[config.mk]
export PLATFORM = sky130hd
export DESIGN_NAME = frame_receiver
export DESIGN_NICKNAME = d
export VERILOG_FILES = /design/src/rtl/frame_pkg.sv /design/src/rtl/frame_magic_detect.sv /design/src/rtl/frame_receiver.sv
export SDC_FILE = /design/constraint.sdc
export NUM_CORES = 1
export LEC_CHECK = 0
export BUFFER_PORTS_ARGS = -buffer_cell sky130_fd_sc_hd__buf_2
export CORE_MARGIN = 8
export CORE_UTILIZATION = 54
export CTS_CLUSTER_DIAMETER = 30
export DETAILED_ROUTE_END_ITERATION = 8
export PLACE_DENSITY = 0.79
export SYNTH_ARGS = -nofsm -noshare
export SYNTH_HDL_FRONTEND = slang
export SYNTH_SLANG_ARGS = --single-unit
[constraint.sdc]
create_clock -name clk -period 1.86 [get_ports clk]
set_input_delay 0.372 -clock clk [delete_from_list [all_inputs] [get_ports clk]]
set_output_delay 0.372 -clock clk [all_outputs]
set_load 0.005 [all_outputs]
[src/rtl/frame_pkg.sv]
// Constants shared by the line framer and frame receiver: magic preamble,
// receiver state encoding and default payload length.
package frame_pkg;

  localparam int MAGIC_LENGTH = 6;
  localparam logic [7:0] MAGIC_HEAD = 8'hF6;
  localparam logic [7:0] MAGIC_TAIL = 8'h28;
  localparam logic [8*MAGIC_LENGTH-1:0] MAGIC_SEQ = {{3{MAGIC_HEAD}}, {3{MAGIC_TAIL}}};

  localparam int FRAME_LENGTH_DEFAULT = 16;

  typedef enum logic {
    ST_HUNT    = 1'b0,
    ST_CAPTURE = 1'b1
  } rx_state_t;

endpackage

[src/rtl/frame_magic_detect.sv]
// Preamble comparator: five bytes of history plus the live rxd byte form the
// 6-byte window, so match pulses on the edge that samples the final 0x28.
module frame_magic_detect
  import frame_pkg::*;
(
  input  logic       clk,
  input  logic       rst_n,
  input  logic [7:0] rxd,
  output logic       match
);

  localparam int HIST_W = 8 * (MAGIC_LENGTH - 1);

  logic [HIST_W-1:0] hist_reg;

  always_ff @(posedge clk or negedge rst_n) begin
    if (!rst_n) begin
      hist_reg <= '0;
    end else begin
      hist_reg <= {hist_reg[HIST_W-9:0], rxd};
    end
  end

  assign match = ({hist_reg, rxd} == MAGIC_SEQ);

endmodule

[src/rtl/frame_receiver.sv]
// Receive framer: hunts for the magic preamble, captures FRAME_LENGTH payload
// bytes and serves them as 16-bit words. Define FRAME_RX_STATS_EN for counters.
module frame_receiver
  import frame_pkg::*;
#(
  parameter int FRAME_LENGTH = FRAME_LENGTH_DEFAULT
) (
  input  logic        clk,
  input  logic        rst_n,
  input  logic [7:0]  rxd,
  output logic        frame_valid,
  input  logic        frame_ack,
  output logic        hunting,
  input  logic [7:0]  rd_addr,
  output logic [15:0] rd_data
`ifdef FRAME_RX_STATS_EN
  ,
  output logic [15:0] frame_cnt,
  output logic [15:0] overrun_cnt
`endif
);

  localparam int WORDS = FRAME_LENGTH / 2;
  localparam int WA = (WORDS > 1) ? $clog2(WORDS) : 1;
  localparam logic [7:0] LAST_BYTE = 8'(FRAME_LENGTH - 1);
  localparam logic [2:0] FRESH_FULL = 3'(MAGIC_LENGTH - 1);

  logic       match;
  logic       match_ok;
  logic       capture_done;
  rx_state_t  state_reg, state_next;
  logic [7:0] byte_cnt_reg, byte_cnt_next;
  logic [2:0] fresh_reg, fresh_next;
  logic       frame_valid_reg, frame_valid_next;

  frame_magic_detect u_detect (
    .clk   (clk),
    .rst_n (rst_n),
    .rxd   (rxd),
    .match (match)
  );

  // fresh_reg counts post-capture bytes in the window, so payload tail bytes
  // can never combine with new bytes into a false preamble.
  assign match_ok     = match && (fresh_reg == FRESH_FULL);
  assign capture_done = (state_reg == ST_CAPTURE) && (byte_cnt_reg == LAST_BYTE);

  always_comb begin
    state_next       = state_reg;
    byte_cnt_next    = byte_cnt_reg;
    fresh_next       = fresh_reg;
    frame_valid_next = frame_valid_reg && !frame_ack;
    case (state_reg)
      ST_HUNT: begin
        if (fresh_reg != FRESH_FULL) begin
          fresh_next = fresh_reg + 3'd1;
        end
        if (match_ok && (!frame_valid_reg || frame_ack)) begin
          state_next    = ST_CAPTURE;
          byte_cnt_next = '0;
        end
      end
      ST_CAPTURE: begin
        byte_cnt_next = byte_cnt_reg + 8'd1;
        fresh_next    = '0;
        if (capture_done) begin
          frame_valid_next = 1'b1;
          state_next       = ST_HUNT;
        end
      end
      default: state_next = ST_HUNT;
    endcase
  end

  always_ff @(posedge clk or negedge rst_n) begin
    if (!rst_n) begin
      state_reg       <= ST_HUNT;
      byte_cnt_reg    <= '0;
      fresh_reg       <= FRESH_FULL;
      frame_valid_reg <= 1'b0;
    end else begin
      state_reg       <= state_next;
      byte_cnt_reg    <= byte_cnt_next;
      fresh_reg       <= fresh_next;
      frame_valid_reg <= frame_valid_next;
    end
  end

  assign frame_valid = frame_valid_reg;
  assign hunting     = (state_reg == ST_HUNT);

  // Buffer split into even (high) and odd (low) byte lanes, one word per address.
  logic          wr_en;
  logic          rd_oob;
  logic [WA-1:0] wr_word;
  logic [WA-1:0] rd_word;

  assign wr_en   = (state_reg == ST_CAPTURE);
  assign wr_word = byte_cnt_reg[WA:1];
  assign rd_word = rd_addr[WA-1:0];
  assign rd_oob  = (rd_addr >= 8'(WORDS));

  genvar gi;
  generate
    for (gi = 0; gi < 2; gi++) begin : lane_g
      logic [7:0] mem [0:(1<<WA)-1];
      logic [7:0] q;

      always_ff @(posedge clk) begin
        if (wr_en && (byte_cnt_reg[0] == 1'(gi))) begin
          mem[wr_word] <= rxd;
        end
      end

      always_ff @(posedge clk or negedge rst_n) begin
        if (!rst_n) begin
          q <= '0;
        end else begin
          q <= rd_oob ? 8'h00 : mem[rd_word];
        end
      end
    end
  endgenerate

  assign rd_data = {lane_g[0].q, lane_g[1].q};

`ifdef FRAME_RX_STATS_EN
  logic overrun_evt;
  assign overrun_evt = (state_reg == ST_HUNT) && match_ok && frame_valid_reg && !frame_ack;

  always_ff @(posedge clk or negedge rst_n) begin
    if (!rst_n) begin
      frame_cnt   <= '0;
      overrun_cnt <= '0;
    end else begin
      if (capture_done && (frame_cnt != 16'hFFFF)) begin
        frame_cnt <= frame_cnt + 16'd1;
      end
      if (overrun_evt && (overrun_cnt != 16'hFFFF)) begin
        overrun_cnt <= overrun_cnt + 16'd1;
      end
    end
  end
`endif

endmodule

# ---- Word-level counts from Yosys, hierarchy flattened
# Memories as Yosys holds them, arrays and structs flattened.
# Cells that the tools add are included.
# W data, S select, Z words.
dict set report totals {
  output_inout_bits 18
  mem_count 2
  ramBits 128
  word_cells 44
  in_bits 19
  regBits 69
}
dict set report classes {
  n_bitwise 2
  order_cmp 1
  n_reduce_logical 9
  n_addsub 2
  n_mux 15
  n_eq_ne 6
}
# name words width read_ports rd_ports_with_merged_regs wr line
set mem_list {}
lappend mem_list {{lane_g[0].mem} 8 8 1 0 1 frame_receiver.sv:106} ;# logic [7:0] mem [0:(1<<WA)-1];
lappend mem_list {{lane_g[1].mem} 8 8 1 0 1 frame_receiver.sv:106}
# op count
set ops {}
lappend ops {{$eq A48 B48 Y1 const B} 1}
lappend ops {{$mux W8} 3}
lappend ops {{$pmux W8 S2} 1}
lappend ops {{$add A8 B1 Y8 const B} 1}
lappend ops {{$eq A8 B4 Y1 const B} 1}
lappend ops {{$ge A8 B4 Y1 const B} 1}
lappend ops {{$mux W1} 8}
lappend ops {{$logic_and A1 B1 Y1} 6}
lappend ops {{$pmux W3 S2} 1}
lappend ops {{$ne A2 B1 Y1 const B} 2}
lappend ops {{$add A3 B1 Y3 const B} 1}
lappend ops {{$eq A3 B3 Y1 const B} 1}
lappend ops {{$mux W3} 1}
lappend ops {{$ne A3 B3 Y1 const B} 1}
lappend ops {{$logic_not A1 Y1} 2}
lappend ops {{$not A1 Y1} 2}
lappend ops {{$pmux W1 S2} 1}
lappend ops {{$logic_or A1 B1 Y1} 1}

# ---- Depth between registers and ports, before layout
dict set report depth {
  ltp_word 5
  mapped_depth 5
  ltp_nobuf 5
}

# ---- Cells and area by module
# Synthesis repeated with hierarchy kept, for this count alone.
dict set report unflattened {
  hier_cells 345
  hier_area_um2 7171.9
}
# module seq_area_each_um2 instances cells_each area_per_inst_um2
set by_module_without_submodules {}
lappend by_module_without_submodules {frame_receiver 4571.9 1 289 6034.5}
lappend by_module_without_submodules {frame_magic_detect 1001.0 1 56 1137.3}

# ---- Worst setup path after synthesis
# No wires, ideal clock.
dict set report synth_path {
  path_type {register to register}
  start {register state_reg}
  end {memory lane_g[0].mem[4][0], enable pin}
  stages_incl_launch_ff 4
  path_buffers 1
  setup_time_ns 0.395
  period_less_slack_ns 2.021
  setup_slack_ns -0.161
  required_ns 1.465
  t_arrival_ns 1.626
  path_cell_list {dfrtp_1 > clkbuf_1 > nand2_1 > nor4_1}
}
dict set report synth_between {
  elab_chain_cells 3
}
# element line
set synth_lines {}
lappend synth_lines {{start: declaration} frame_receiver.sv:31} ;# rx_state_t state_reg, state_next;
lappend synth_lines {{start signal: assignment} frame_receiver.sv:82} ;# state_reg <= state_next;
lappend synth_lines {{$logic_and A1 B1 Y1} frame_receiver.sv:110} ;# if (wr_en && (byte_cnt_reg[0] == 1'(gi))) begin
lappend synth_lines {{$mux W1} frame_receiver.sv:110}
lappend synth_lines {{$mux W1 (not written as such)} frame_receiver.sv:111} ;# mem[wr_word] <= rxd;
lappend synth_lines {{end: declaration} frame_receiver.sv:106}
# No other way between the ends.

# ---- Worst setup path after layout
dict set report layout_path {
  start {register u_detect.hist_reg[1]}
  end {register byte_cnt_reg[3]}
}
dict set report layout_between {
  elab_chain_cells 4
}
# element line
set layout_lines {}
lappend layout_lines {{start: declaration} frame_magic_detect.sv:14} ;# logic [HIST_W-1:0] hist_reg;
lappend layout_lines {{start signal: assignment} frame_magic_detect.sv:20} ;# hist_reg <= {hist_reg[HIST_W-9:0], rxd};
lappend layout_lines {{$eq A48 B48 Y1} frame_magic_detect.sv:24} ;# assign match = ({hist_reg, rxd} == MAGIC_SEQ);
lappend layout_lines {{$logic_and A1 B1 Y1} frame_receiver.sv:45} ;# assign match_ok = match && (fresh_reg == FRESH_FULL);
lappend layout_lines {{$logic_and A1 B1 Y1} frame_receiver.sv:58} ;# if (match_ok && (!frame_valid_reg || frame_ack)) begin
lappend layout_lines {{$ne A2 B1 Y1 (no line)} -}
lappend layout_lines {{end signal: assignment} frame_receiver.sv:83} ;# byte_cnt_reg <= byte_cnt_next;
lappend layout_lines {{end: declaration} frame_receiver.sv:32} ;# logic [7:0] byte_cnt_reg, byte_cnt_next;
# No other way between the ends.
# A chain may end at the register's enable or synchronous reset.

==> flow_metrics.env <==
export IMPL_die_y_um=131
export IMPL_ys_seq_area_share_pct=77.9
export IMPL_fmax_mhz=577
export IMPL_numCtsBuffers=17
export IMPL_cp_end_kind="flip-flop"
export IMPL_worst_pin_slew_ns=0.458
export IMPL_power_density_nw_per_um2=1010
export IMPL_hold_slack_ns=0.144
export IMPL_cts_setup_buffers=0
export IMPL_remaining_drc_errors=0
export IMPL_drtPass1Iterations=5
export IMPL_p_total_mw=8.52
export IMPL_antenna_cells=0
export IMPL_cp_start_kind="flip-flop"
export IMPL_grt_overflow_total=0
export IMPL_worstPathArrival_ns=2.04
export IMPL_final_cell_mix="edfxtp_1, dfrtp_1, buf_2"
export IMPL_globalplace_congestion=0.795
export IMPL_fin_crit_ns=1.73
export IMPL_avgRoutedWirePerCell_um=23.2
export IMPL_layout_drive_gt1_share_pct=30.0
export IMPL_synthesis_area_per_instance_um2=19.3
export IMPL_die_x_um=131
export IMPL_syn2layout_area_growth_pct=17.5
export IMPL_synth_async_sr_flop_share_pct=35.0
export IMPL_synth_distinct_cells=33
export IMPL_core_um2=13100
export IMPL_cts_root_buffer_cell="clkbuf_16"
export IMPL_ys_seq_elements=197
export IMPL_crit_top_cell="buf_4"
export IMPL_cp_cell_sequence="nor4b_2 > buf_4 > nand4_1 > nor4_4 > buf_4 > o22ai_1"
export IMPL_critPathMaxFanout=9
export IMPL_io_pins=37
export IMPL_clkSinkCount=197
export IMPL_htreeDepth=4
export IMPL_r2r_end="byte_cnt_reg[3]"
export IMPL_drt_iter0_markers=332
export IMPL_fin_ws_ns=0.128
export IMPL_antenna_found_initial=0
export IMPL_pre_cts_ws_ns=-0.0746
export IMPL_leakage_nw=3.17
export IMPL_whs_path_depth=1
export IMPL_nets=469
export IMPL_path_clk_slew_ns=0.07
export IMPL_synth_fp_nets=393
export IMPL_wirelength_um=14700
export IMPL_clk_latency_ns=0.43
export IMPL_min_path_type="input port to flip-flop"
export IMPL_hp_start="rxd[4]"
export IMPL_r2r_slack_ns=0.13
export IMPL_final_common_cell="edfxtp_1"
export IMPL_critPathSlowestCell="dfrtp_1"
export IMPL_setup_viol=0
export IMPL_track_usage_pct=17.9
export IMPL_synthCells=371
export IMPL_synth_warnings=0
export IMPL_drtAntennaViolNets=0
export IMPL_ir_drop_mv=0.854
export IMPL_vias=3649
export IMPL_synth_edf_count=128
export IMPL_numPortBuffers=36
export IMPL_vias_per_cell=5.74
export IMPL_min_to="u_detect.hist_reg[4]"
export IMPL_grt_max_degree=56
export IMPL_slew_headroom_pct=69.5
export IMPL_rsz0062_at_grt="false"
export IMPL_hold_violations=0
export IMPL_start_util_pct=54.7
export IMPL_cap_violations=0
export IMPL_die_area_um2=17200
export IMPL_crit_type="flip-flop to flip-flop"
export IMPL_nFillCells=831
export IMPL_slowest_delay_ns=0.39
export IMPL_final_util_pct=64.3
export IMPL_synthFlopType="edfxtp_1"
export IMPL_cts_buffer_depth=2
export IMPL_grt_pass1_wl_um=23200
export IMPL_fin_skew_ns=0.0100
export IMPL_slew_violations=0
export IMPL_synthesis_area_um2=7160
export IMPL_largest_reg_flops=128
export IMPL_num_rows=42
export IMPL_fin_crit_sh_pct=93.1
export IMPL_r2r_start="u_detect.hist_reg[1]"
export IMPL_reg2reg_depth=6
export IMPL_cts_tree="yes"
export IMPL_dp_hpwl_um=9160
export IMPL_crit_required_ns=2.17
export IMPL_grt_pass1_vias=3941
export IMPL_status="completed"
through the flow:
step,std cells,TNS (ns),instance area (µm²)
after floorplan,371,-0.861,7170
after global placement,603,-1.06,7840
after detailed placement,603,-0.453,7840
after CTS,636,0,8400
after global routing,636,0,8410
final,636,0,8410
critical path: cells and delay by family, from the launching register on:
kind	cells	cell delay (ns)
AOI/OAI and AO/OA	1	0.10
buffers and inverters	2	0.37
DFF	1	0.39
and+or+nand+nor	3	0.75
cell usage after synthesis, types with 4 or more instances:
library cell,instances,area (µm²)
buf_2,5,25.0
clkbuf_1,10,37.5
dfrtp_1,67,1680
edfxtp_1,128,3840
inv_1,4,15.0
mux2i_1,16,160
mux4_2,32,721
nand2_1,16,60.1
nand2b_1,5,31.3
nand4_1,5,31.3
nor2_1,28,105
nor3_1,11,55.1
nor4b_1,6,52.6
o22ai_1,5,31.3
xnor2_1,4,35.0
final cells by class:
| cell class | count | area [µm²] | share of cell area, % |
|---|---|---|---|
| clock buffers | 24 | 482 | 5.73 |
| clock inverters | 8 | 75.1 | 0.893 |
| inverters | 4 | 15.0 | 0.179 |
| multi-input cells | 154 | 1520 | 18.1 |
| flip-flops and latches | 197 | 5570 | 66.3 |
| well taps | 176 | 220 | 2.62 |
| repair buffers | 73 | 523 | 6.22 |
where the power goes:
group	switching (mW)	internal, mW	leakage, nW	total (mW)
clock	1.53	1.95	0.264	3.47
combinational	0.170	0.135	0.935	0.305
sequential	0.0270	4.72	1.97	4.75
routing by layer:
metal / vias to the layer above / routed length [µm] / global-route usage, %
li1: 1586 / - / -
met1: 1922 / 5810 / 21.5
met2: 122 / 7940 / 31.2
met3: 19 / 750 / 4.12
met4: 0 / 233 / 6.26
met5: - / 0 / 0
logic make-up after synthesis:
logic type | Yosys count | share of synthesized area (%)
compound gates | 10 | 0.892
xor+xnor | 7 | 0.857
fa+ha+maj | 3 | 0.525
mux | 48 | 12.3
buf+inv | 20 | 1.14
flops | 197 | 77.9
simple gates | 86 | 6.42
how the worst max path moves through the flow:
stage | startpoint | end | slack, ns | cells after the start
floorplan | byte_cnt_reg[1] | lane_g[0].mem[5][0] | -0.05 | 4
global placement | rxd[0] | byte_cnt_reg[3] | -0.14 | 7
detailed placement | rxd[0] | byte_cnt_reg[3] | -0.07 | 7
CTS | u_detect.hist_reg[1] | byte_cnt_reg[3] | 0.07 | 6
global route | u_detect.hist_reg[9] | byte_cnt_reg[2] | 0.006 | 5
finish | u_detect.hist_reg[1] | byte_cnt_reg[3] | 0.13 | 6
what timing repair did:
item | CTS | global route
hold endpoints to repair | 14 | 0
hold buffers | 1 | 0
gates resized for setup | 0 | 1
setup endpoints to repair | 0 | 5
No activity file was read; power rests on OpenSTA's default activity.
